## config.mk

```make
export PLATFORM = sky130hd
export DESIGN_NAME = filterbank_merge
export DESIGN_NICKNAME = d
export VERILOG_FILES = /design/src/rtl/filterbank_merge.sv
export SDC_FILE = /design/constraint.sdc
export NUM_CORES = 1
export LEC_CHECK = 0
export CAP_MARGIN = 20
export CORE_AREA = 2 2 290 292
export CTS_CLUSTER_DIAMETER = 100
export CTS_CLUSTER_SIZE = 28
export DETAILED_ROUTE_END_ITERATION = 12
export DIE_AREA = 0 0 292 294
export PLACE_DENSITY = 0.63
export SYNTH_ARGS = -nofsm -noshare
export SYNTH_HDL_FRONTEND = slang
export SYNTH_SLANG_ARGS = --single-unit
```

## constraint.sdc

```tcl
create_clock -name clk_i -period 6.5 [get_ports clk_i]
set_input_delay 1.3 -clock clk_i [delete_from_list [all_inputs] [get_ports clk_i]]
set_output_delay 1.3 -clock clk_i [all_outputs]
set_load 0.01 [all_outputs]
```

## src/rtl/filterbank_merge.sv

```systemverilog
// filterbank_merge
//   Merges the even (0,2,..,30) and odd (1,3,..,31) filterbank-half outputs
//   into one ordered mel-coefficient stream E0,O0,E1,O1,...,E15,O15 with
//   ready/valid backpressure. Each half feeds its own first-word-fall-through
//   FIFO because neither half can be stalled mid-frame.
//
// Ports
//   clk_i, rst_i        clock, asynchronous active-high reset
//   en_i                enable; low clears all state at the next edge
//   even_data_i/_valid_i/_last_i   even-half coefficient, push strobe, frame end
//   odd_data_i/_valid_i/_last_i    odd-half coefficient, push strobe, frame end
//   data_o, valid_o, last_o        merged stream (data_o is 0 while invalid),
//                                  last_o marks coefficient 2*NUM_HALF-1
//   ready_i             downstream ready
//   overflow_o          sticky: a push was dropped on a full FIFO
//   frame_err_o         sticky: a half's push count at its last strobe was wrong
module filterbank_merge #(
    parameter int DATA_BW  = 32,
    parameter int NUM_HALF = 16,
    parameter int DEPTH    = 16
) (
    input  logic               clk_i,
    input  logic               rst_i,
    input  logic               en_i,
    input  logic [DATA_BW-1:0] even_data_i,
    input  logic               even_valid_i,
    input  logic               even_last_i,
    input  logic [DATA_BW-1:0] odd_data_i,
    input  logic               odd_valid_i,
    input  logic               odd_last_i,
    output logic [DATA_BW-1:0] data_o,
    output logic               valid_o,
    output logic               last_o,
    input  logic               ready_i,
    output logic               overflow_o,
    output logic               frame_err_o
);

    localparam int AW    = $clog2(DEPTH);
    localparam int FRAME = 2 * NUM_HALF;
    localparam int CW    = $clog2(FRAME);

    typedef enum logic {
        PH_EVEN = 1'b0,
        PH_ODD  = 1'b1
    } phase_t;

    phase_t              sel, sel_nxt;
    logic [CW-1:0]       cnt, cnt_nxt;
    logic                sel_idx;
    logic                xfer;
    logic [1:0]          push_req;
    logic [1:0]          last_in;
    logic [1:0]          empty;
    logic [DATA_BW-1:0]  in_data [2];
    logic [DATA_BW-1:0]  head    [2];

    assign push_req   = {odd_valid_i, even_valid_i} & {2{en_i}};
    assign last_in    = {odd_last_i, even_last_i} & {2{en_i}};
    assign in_data[0] = even_data_i;
    assign in_data[1] = odd_data_i;
    assign sel_idx    = (sel == PH_ODD);

    // Output path: combinational from registered state and en_i only.
    assign valid_o = en_i & ~empty[sel_idx];
    assign data_o  = valid_o ? head[sel_idx] : '0;
    assign last_o  = valid_o & (cnt == CW'(FRAME - 1));
    assign xfer    = valid_o & ready_i;

    // Index 0 is the even half, index 1 the odd half.
    for (genvar g = 0; g < 2; g++) begin : g_half
        logic [DATA_BW-1:0] mem [DEPTH];
        logic [AW:0]        wr_ptr, rd_ptr;
        logic [4:0]         fcnt, fcnt_inc;
        logic               full, pop, push_ok;
        logic               ovf, ferr;

        // Extra pointer MSB distinguishes full from empty.
        assign empty[g]  = (wr_ptr == rd_ptr);
        assign full      = (wr_ptr[AW] != rd_ptr[AW]) &&
                           (wr_ptr[AW-1:0] == rd_ptr[AW-1:0]);
        assign head[g]   = mem[rd_ptr[AW-1:0]];
        assign pop       = xfer & (sel_idx == 1'(g));
        // A pop in the same cycle frees the slot, so a full FIFO still accepts.
        assign push_ok   = push_req[g] & (~full | pop);
        // Dropped pushes still count towards the frame length.
        assign fcnt_inc  = fcnt + 5'(push_req[g]);

        always_ff @(posedge clk_i) begin
            if (push_ok) begin
                mem[wr_ptr[AW-1:0]] <= in_data[g];
            end
        end

        always_ff @(posedge clk_i or posedge rst_i) begin
            if (rst_i) begin
                wr_ptr <= '0;
                rd_ptr <= '0;
                fcnt   <= '0;
                ovf    <= 1'b0;
                ferr   <= 1'b0;
            end else if (!en_i) begin
                wr_ptr <= '0;
                rd_ptr <= '0;
                fcnt   <= '0;
                ovf    <= 1'b0;
                ferr   <= 1'b0;
            end else begin
                if (push_ok) begin
                    wr_ptr <= wr_ptr + 1'b1;
                end
                if (pop) begin
                    rd_ptr <= rd_ptr + 1'b1;
                end
                if (push_req[g] && full && !pop) begin
                    ovf <= 1'b1;
                end
                if (last_in[g]) begin
                    if (fcnt_inc != 5'(NUM_HALF)) begin
                        ferr <= 1'b1;
                    end
                    fcnt <= '0;
                end else begin
                    fcnt <= fcnt_inc;
                end
            end
        end
    end

    assign overflow_o  = g_half[0].ovf | g_half[1].ovf;
    assign frame_err_o = g_half[0].ferr | g_half[1].ferr;

    // Phase / coefficient counter
    always_ff @(posedge clk_i or posedge rst_i) begin
        if (rst_i) begin
            sel <= PH_EVEN;
            cnt <= '0;
        end else begin
            sel <= sel_nxt;
            cnt <= cnt_nxt;
        end
    end

    always_comb begin
        sel_nxt = sel;
        cnt_nxt = cnt;
        if (!en_i) begin
            sel_nxt = PH_EVEN;
            cnt_nxt = '0;
        end else if (xfer) begin
            if (cnt == CW'(FRAME - 1)) begin
                sel_nxt = PH_EVEN;
                cnt_nxt = '0;
            end else begin
                sel_nxt = (sel == PH_EVEN) ? PH_ODD : PH_EVEN;
                cnt_nxt = cnt + 1'b1;
            end
        end
    end

endmodule
```

* After elaboration in Yosys (flattened, before gate mapping)
Memories as Yosys holds them, arrays and structs flattened. Index checks and enable logic that the tools add are counted.
Word-level totals: register bits 40, RAM bits 1024, logic and storage cells 110, memories kept 2
Operators by class: add/subtract/negate cells 7, $lt $le $gt $ge 2, eq/ne operators 20, muxes and demuxes 39, bitwise logic cells 18, reductions and logical operators 10
Memories:
- g_half[0].mem | depth 16, bits a word 32, rd ports 1, clocked after Yosys merged registers in 0, write ports 1, RTL line 72 | logic [DATA_BW-1:0] mem [DEPTH];
- g_half[1].mem | depth 16, bits a word 32, rd ports 1, clocked after Yosys merged registers in 0, write ports 1, RTL line 72
Operators by type and width (count):
- 32-bit 2-to-1 mux | 4
- 5-bit 2-to-1 mux | 15
- 5-bit by 1-bit adder with 5-bit output, second input constant | 5
- 2-bit by 1-bit != test with 1-bit output, second input constant | 11
- 1-bit 2-to-1 mux | 20
- 5-bit by 1-bit adder with 5-bit output | 2
- 5-bit == test | 2
- 5-bit != test, second input constant | 2
- 4-bit == test | 2
- 1-bit bitwise AND | 7
- 1-bit logical AND | 6
- 5-bit == test, second input constant | 1
- 2-bit bitwise AND | 2
- 1-bit inverter | 4
- 1-bit OR | 4
- 2-bit AND reduction | 2
- 2-bit greater-or-equal comparator, second input constant | 1
- 1-bit zero test | 2
- 1-bit by 2-bit < comparator with 1-bit output, second input constant | 1
- 1-bit != test | 2
- 1-bit inverter with 2-bit output | 1

* Depth between registers and ports, before layout
Gate-level depths: netlist of the first run.
depth after elaboration 11, gate-level depth with buffers 8

* Worst setup path before layout of the first run
Ideal clock, no wire load.
path type input-to-reg, start input en_i, end memory g_half[1].mem[3][0] (enable), arrival 4.204 ns, required time 6.039 ns, path slack 1.834 ns, stages on the path 5, cell sequence clkbuf_1 -> and2_1 -> o21a_1 -> nand2_1 -> nor3_1
Between the ends: word-level cells in the longest chain between the ends 7, elaborated cells between the ends (all ways) 8
RTL lines:
- from (decl) | RTL line 24 | input logic en_i,
- 1-bit bitwise AND | RTL line 65 | assign valid_o = en_i & ~empty[sel_idx];
- 1-bit bitwise AND | RTL line 68 | assign xfer = valid_o & ready_i;
- 1-bit bitwise AND | RTL line 83 | assign pop = xfer & (sel_idx == 1'(g));
- 1-bit OR | RTL line 85 | assign push_ok = push_req[g] & (~full | pop);
- 1-bit bitwise AND * | RTL line 85
- 1-bit 2-to-1 mux * | RTL line 90 | if (push_ok) begin
- 1-bit 2-to-1 mux (not written as such) * | RTL line 91 | mem[wr_ptr[AW-1:0]] <= in_data[g];
- to (decl) | RTL line 72
Every way passes the cells marked *; elsewhere a longest branch is shown, timed or not.

* Final worst setup path of the first run
start input en_i, end output data_o[20]
Between the ends: word-level cells in the longest chain between the ends 2
RTL lines:
- 1-bit bitwise AND | RTL line 65
- 32-bit 2-to-1 mux | RTL line 66 | assign data_o = valid_o ? head[sel_idx] : '0;
- to (decl) | RTL line 31 | output logic [DATA_BW-1:0] data_o,
Every way passes these cells.

==> results.cfg, run 1 <==
[die]
chipWidth_microns = 292
die_area_sq_um = 85800
start_util_pct = 49.5
row_count = 106
io_pins = 108
die_y_microns = 294
core_sq_um = 82900

[detailed_routing]
firstDrtPassIters = 5
dr.max_layer_used = met5
avgViaCountPerCell = 6.06
ant_nets = 0
route.vias.total = 18700
met1Wirelength_microns = 36200
drt_iter0_drc = 1815
route.met3.wl_microns = 4650
wire_per_inst_microns = 28.5
wl_microns = 87900
wl_met2_microns = 45000
drcViolationCount = 0

[yosys]
synth_top_family_by_area = multiplexers
synth_compound_area_share_pct = 3.68
async_flop_share_pct = 3.76
synth_seq_area_share_pct = 77.3
synth_edf_count = 1024
synth_fa_ha_area_share_pct = 0.488
netlist_instances = 1897
syn_area_sq_um = 41100
synth_xor_xnor_area_share_pct = 0.597
synthFlopType = edfxtp_1
yosys_warnings = 0
synthSimpleGateAreaFrac_pct = 2.37
syn-num-nets = 1985
syn_avg_cell_area_sq_um = 21.6
yosysUniqueCellTypes = 45
synth_seq_cells = 1064
synth.area.mux_share_pct = 14.3

[cts]
cts_tree = done
path_clk_slew_ns = 0.11
postCtsSetupBuffers = 0
insertion_delay_ns = 0.62
clock-sinks = 1064
cts_resized = 0
cts_hold_buf = 0
htreeDepth = 2
cts-root-buf = clkbuf_16
cts_buffers = 44
ctsLongestPathBuffers = 3

[critical_path]
path_cells = clkdlybuf4s50_1 > buf_4 > and2_1 > buf_4 > a22o_1 > clkdlybuf4s50_1
startpoint_type = input pin
required_ns = 5.20
worstSetupEndpointType = primary output
worst-endpoint-arrival_ns = 4.04
path_class = in2out
crit_buf_inv = 4
crit_path_max_fanout = 22
crit_slowest_cell = clkdlybuf4s50_1
critPathMaxStageDelay_ns = 0.78
cpLargestDelayFamily = buffers and inverters
reg2reg_setup_slack_ns = 3.21

[power_and_ir_drop]
power_density_nw_per_um2 = 274
peakVddDrop_mv = 0.244
p_leak_nw = 13.7

[timing]
fin_skew_ns = 0.0182
drv_slew = 0
rsz0062_at_grt = false
finalCritPeriodShare_pct = 82.2
holdWs_ns = 0.514
tns_ns = 0
max_slew_margin_pct = 26.8
fmax_ghz = 0.187
finalHoldViolCount = 0
finalSetupViolCount = 0
tightest_slew_ns = 1.10
fin_crit_ns = 5.34

[global_routing]
antenna_found_initial = 13
grt_max_degree = 93
grt_pass1_wl_microns = 130000
grt_usage_pct = 20.7
first_global_vias = 19400
grt.overflow.total = 0

[layout]
finish.net_count = 2079
mostFrequentLayoutCells = edfxtp_1, mux4_2, a22oi_1
final_common_cell = edfxtp_1
post-route-util_pct = 54.3
syn2layout_area_growth_pct = 9.70
drive_gt1_share_pct = 20.5

[run_status]
outcome = finished, final reports clean

[hold_path]
min_path_type = reg2reg

[placed_design]
routabilityCongestion = 0.782
io_buffer_count = 107
place_hpwl_microns = 51300

[flow_run]
drv_cap = 0
==> routing by layer <==
layer,track usage [%],vias to the layer above
met5,0,-
met4,5.04,14
met3,3.73,98
met2,35.4,420
met1,27.9,10100
li1,-,8053
==> layout make-up <==
class / count / area [sq um]
Timing Repair Buffer: 157 / 1670
Multi-Input combinational cell: 711 / 8980
Sequential cell: 1064 / 31800
Inverter: 13 / 48.8
Fill cell: 6176 / 37900
Antenna cell: 2 / 5.00
Tap cell: 1080 / 1350
Clock inverter: 5 / 62.6
Clock buffer: 52 / 1150
==> logic make-up (layout without fill, tap and decap cells) <==
logic type | count (synthesis) | count (layout)
DFF | 1064 | 1064
AOI/OAI and AO/OA | 200 | 200
xor gates and xnor gates | 28 | 28
and+or+nand+nor | 202 | 202
adders and majority gates | 16 | 16
buffers and inverters | 122 | 227
muxes | 265 | 265
other | 0 | 2
==> registers in the layout, indices dropped and copies added, names as in the netlist <==
signal         count
g_half.mem      1024
g_half.fcnt       10
g_half.rd_ptr     10
g_half.wr_ptr     10
cnt                5
g_half.ferr        2
g_half.ovf         2
sel                1
==> Yosys cell counts (2+ instances only) <==
cell	number	area [sq um]
a211oi_1	3	22.5
a21boi_0	2	15.0
a21oi_1	5	25.0
a22o_1	32	280
a22oi_1	128	961
a31o_2	3	26.3
a31oi_1	2	12.5
and2_1	32	200
and3_1	5	31.3
and3b_1	2	17.5
buf_1	4	15.0
buf_2	34	170
buf_6	3	33.8
clkbuf_1	68	255
dfrtp_1	40	1000
edfxtp_1	1024	30700
ha_1	16	200
inv_1	13	48.8
mux2i_1	9	90.1
mux4_2	256	5770
nand2_1	92	345
nand2b_1	7	43.8
nand3_1	7	35.0
nand4_1	5	31.3
nor2_1	29	109
nor2b_1	7	43.8
nor3_1	6	30.0
nor3b_1	3	22.5
o211ai_1	3	22.5
o21a_1	5	37.5
o21ai_0	8	40.0
o31a_1	2	17.5
o31ai_1	2	15.0
or2_2	3	18.8
xnor2_1	13	114
xor2_1	15	131
==> final timing paths <==
path                                 from                   end  depth (start not counted)
max                                  en_i            data_o[20]                          6
min                        g_half[0].ferr        g_half[0].ferr                          1
max reg2reg                           sel  g_half[0].mem[3][10]                          5
min reg2reg                g_half[0].ferr        g_half[0].ferr                          1
max in group asynchronous           rst_i   g_half[1].rd_ptr[1]                          3
min in group asynchronous           rst_i     g_half[0].fcnt[4]                          3
==> where the power goes <==
group	leakage, nW	switching (mW)	total [mW]	internal, mW
clock	0.586	1.95	3.27	1.32
combinational	3.35	0.737	1.44	0.700
sequential	9.77	0.0438	7.61	7.57
total	13.7	2.74	12.3	9.58
==> metrics by stage <==
| stage | std cells | power (mW) | instance area, sq um | worst slack, ns |
|---|---|---|---|---|
| 5_1_grt | 3084 | 12.7 | 45000 | 0.975 |
| 2_1_floorplan | 1897 | 8.70 | 41100 | 1.83 |
| 3_5_place_dp | 3016 | 9.24 | 43600 | 1.19 |
| 3_3_place_gp | 3016 | 9.21 | 43600 | 1.27 |
| 6_report | 3084 | 12.3 | 45000 | 1.16 |
| 4_1_cts | 3073 | 12.4 | 44800 | 1.17 |
(Power assumes the default switching activity.)
==> inputs of run 2 (changes only) <==
==> constraint.sdc (replaced) <==
create_clock -name clk_i -period 5.2 [get_ports clk_i]
set_input_delay 1.04 -clock clk_i [delete_from_list [all_inputs] [get_ports clk_i]]
set_output_delay 1.04 -clock clk_i [all_outputs]
set_load 0.01 [all_outputs]
==> run 2 against run 1 <==
Against the previous run:
- sequential share of layout area decreased by 0.52 points
- clock skew increased by 0.0089 ns
- die area unchanged
- worst setup slack got worse by 0.60 ns
- global-route usage increased by 1.1 points
- utilization increased by 0.40 points
- clock power increased by 25%
- critical endpoint is now data_o[25]
==> results.cfg, run 2 (synthesis results as in run 1) <==
[run_status]
outcome = finished, final reports clean

[timing]
finalCritPeriodShare_pct = 89.3
drv_slew = 0
finalHoldViolCount = 0
fmax_ghz = 0.215
rsz0062_at_grt = false
fin_skew_ns = 0.0271
finalSetupViolCount = 0
fin_crit_ns = 4.64
max_slew_margin_pct = 27.4
tightest_slew_ns = 1.09
tns_ns = 0

[detailed_routing]
firstDrtPassIters = 5
drcViolationCount = 0
avgViaCountPerCell = 6.12
wl_microns = 92800
drt_iter0_drc = 1825
wire_per_inst_microns = 29.8
route.vias.total = 19000
ant_nets = 0

[cts]
ctsLongestPathBuffers = 3
cts_hold_buf = 0
cts-root-buf = clkbuf_16
htreeDepth = 2
path_clk_slew_ns = 0.10
insertion_delay_ns = 0.62
clock-sinks = 1064
cts_resized = 0
postCtsSetupBuffers = 0
cts_buffers = 44
cts_tree = done

[critical_path]
startpoint_type = register
required_ns = 4.16
worstSetupEndpointType = primary output
crit_path_max_fanout = 39
worst-endpoint-arrival_ns = 3.60
path_class = reg2out

[placed_design]
postPlaceCellArea_sq_um = 44100
io_buffer_count = 107
routabilityCongestion = 0.761
place_hpwl_microns = 53500

[power_and_ir_drop]
p_sw_mw = 3.45
power_frac_comb_pct = 11.8
swShare_pct = 22.3
p_total_mw = 15.4
p_seq_share_pct = 61.7
p_leak_nw = 13.9
peakVddDrop_mv = 0.237
clkPwrFrac_pct = 26.5
intPower_mw = 12.0
power_density_nw_per_um2 = 340

[layout]
largest_reg_flops = 1024
mostFrequentLayoutCells = edfxtp_1, mux4_2, a22oi_1
multiInputGateArea_sq_um = 8980
syn2layout_area_growth_pct = 10.5
nFillCells = 6101
final_common_cell = edfxtp_1
final_area_sq_um = 45400
finish.net_count = 2101
drive_gt1_share_pct = 21.3
final-seq-area_sq_um = 31800

[global_routing]
grt_max_degree = 88
grt_pass1_wl_microns = 135000
antenna_found_initial = 8
grt.overflow.total = 0
grt_usage_pct = 21.8
first_global_vias = 19800

[die]
die_area_sq_um = 85800
chipWidth_microns = 292
start_util_pct = 49.5
row_count = 106
io_pins = 108
die_y_microns = 294
core_sq_um = 82900

[hold_path]
min_path_type = reg2reg

[flow_run]
drv_cap = 0
-- run 2: cell types whose count changed in the layout (fill, tap and decap cells not counted), sizes merged --
cell / delta
clkbuf: +2
bufinv: -1
clkinvlp: -2
diode: +1
clkinv: +3
buf: +22
-- run 2: cell type report --
| type | instances | area share, % |
|---|---|---|
| clock buffers | 54 | 2.60 |
| inverters | 13 | 0.108 |
| repair buffers | 179 | 4.38 |
| diodes | 3 | 0.0165 |
| well taps | 1080 | 2.98 |
| flip-flops and latches | 1064 | 70.0 |
| multi-input cells | 711 | 19.8 |
| clock inverters | 5 | 0.110 |
-- run 2: per-stage QoR --
stage / hold slack, ns / util [%] / setup slack [ns] / std cells
4_1_cts: 0.514 / 54.7 / 0.494 / 3106
2_1_floorplan: 0.456 / - / 0.794 / 1897
6_report: 0.516 / 54.7 / 0.557 / 3109
5_1_grt: 0.533 / 54.7 / 0.339 / 3108
3_3_place_gp: 0.475 / 53.2 / 0.945 / 3047
3_5_place_dp: 0.490 / 53.2 / 0.893 / 3047
-- run 2: power groups by stage --
| stage | clock (mW) | combinational, mW | sequential (mW) |
|---|---|---|---|
| global route | 4.44 | 1.96 | 9.55 |
| CTS | 4.19 | 1.85 | 9.53 |
| global placement | 0 | 1.83 | 9.73 |
| finish | 4.09 | 1.82 | 9.53 |
| floorplan | 0 | 1.20 | 9.68 |
| detailed placement | 0 | 1.85 | 9.73 |
-- run 2: worst paths after layout --
path	from	end	slack, ns	cells past startpoint
worst max-delay path	g_half[1].rd_ptr[0]	data_o[25]	0.56	6
worst min-delay path	g_half[1].ferr	g_half[1].ferr	0.52	1
worst max register to register	g_half[0].rd_ptr[0]	g_half[0].mem[0][30]	1.95	7
worst min register to register	g_half[1].ferr	g_half[1].ferr	0.52	1
max in group asynchronous	rst_i	g_half[0].rd_ptr[1]	3.93	3
min in group asynchronous	rst_i	cnt[0]	0.85	3
-- run 2: worst max-delay path: stages, from the launching register on --
cell             delay, ns
dfrtp_4               0.79
buf_12                0.38
mux4_2                0.54
a22oi_1               0.24
nand2_1               0.27
a22o_1                0.26
clkdlybuf4s50_1       0.47
-- run 2: routing by layer --
| metal | vias to the layer above | track usage (%) | part of all wire (%) |
|---|---|---|---|
| met1 | 10300 | 28.9 | 40 |
| li1 | 8100 | - | - |
| met3 | 99 | 4.27 | 6.6 |
| met5 | - | 0 | 0.049 |
| met2 | 531 | 37.5 | 51 |
| met4 | 8 | 5.27 | 2.0 |
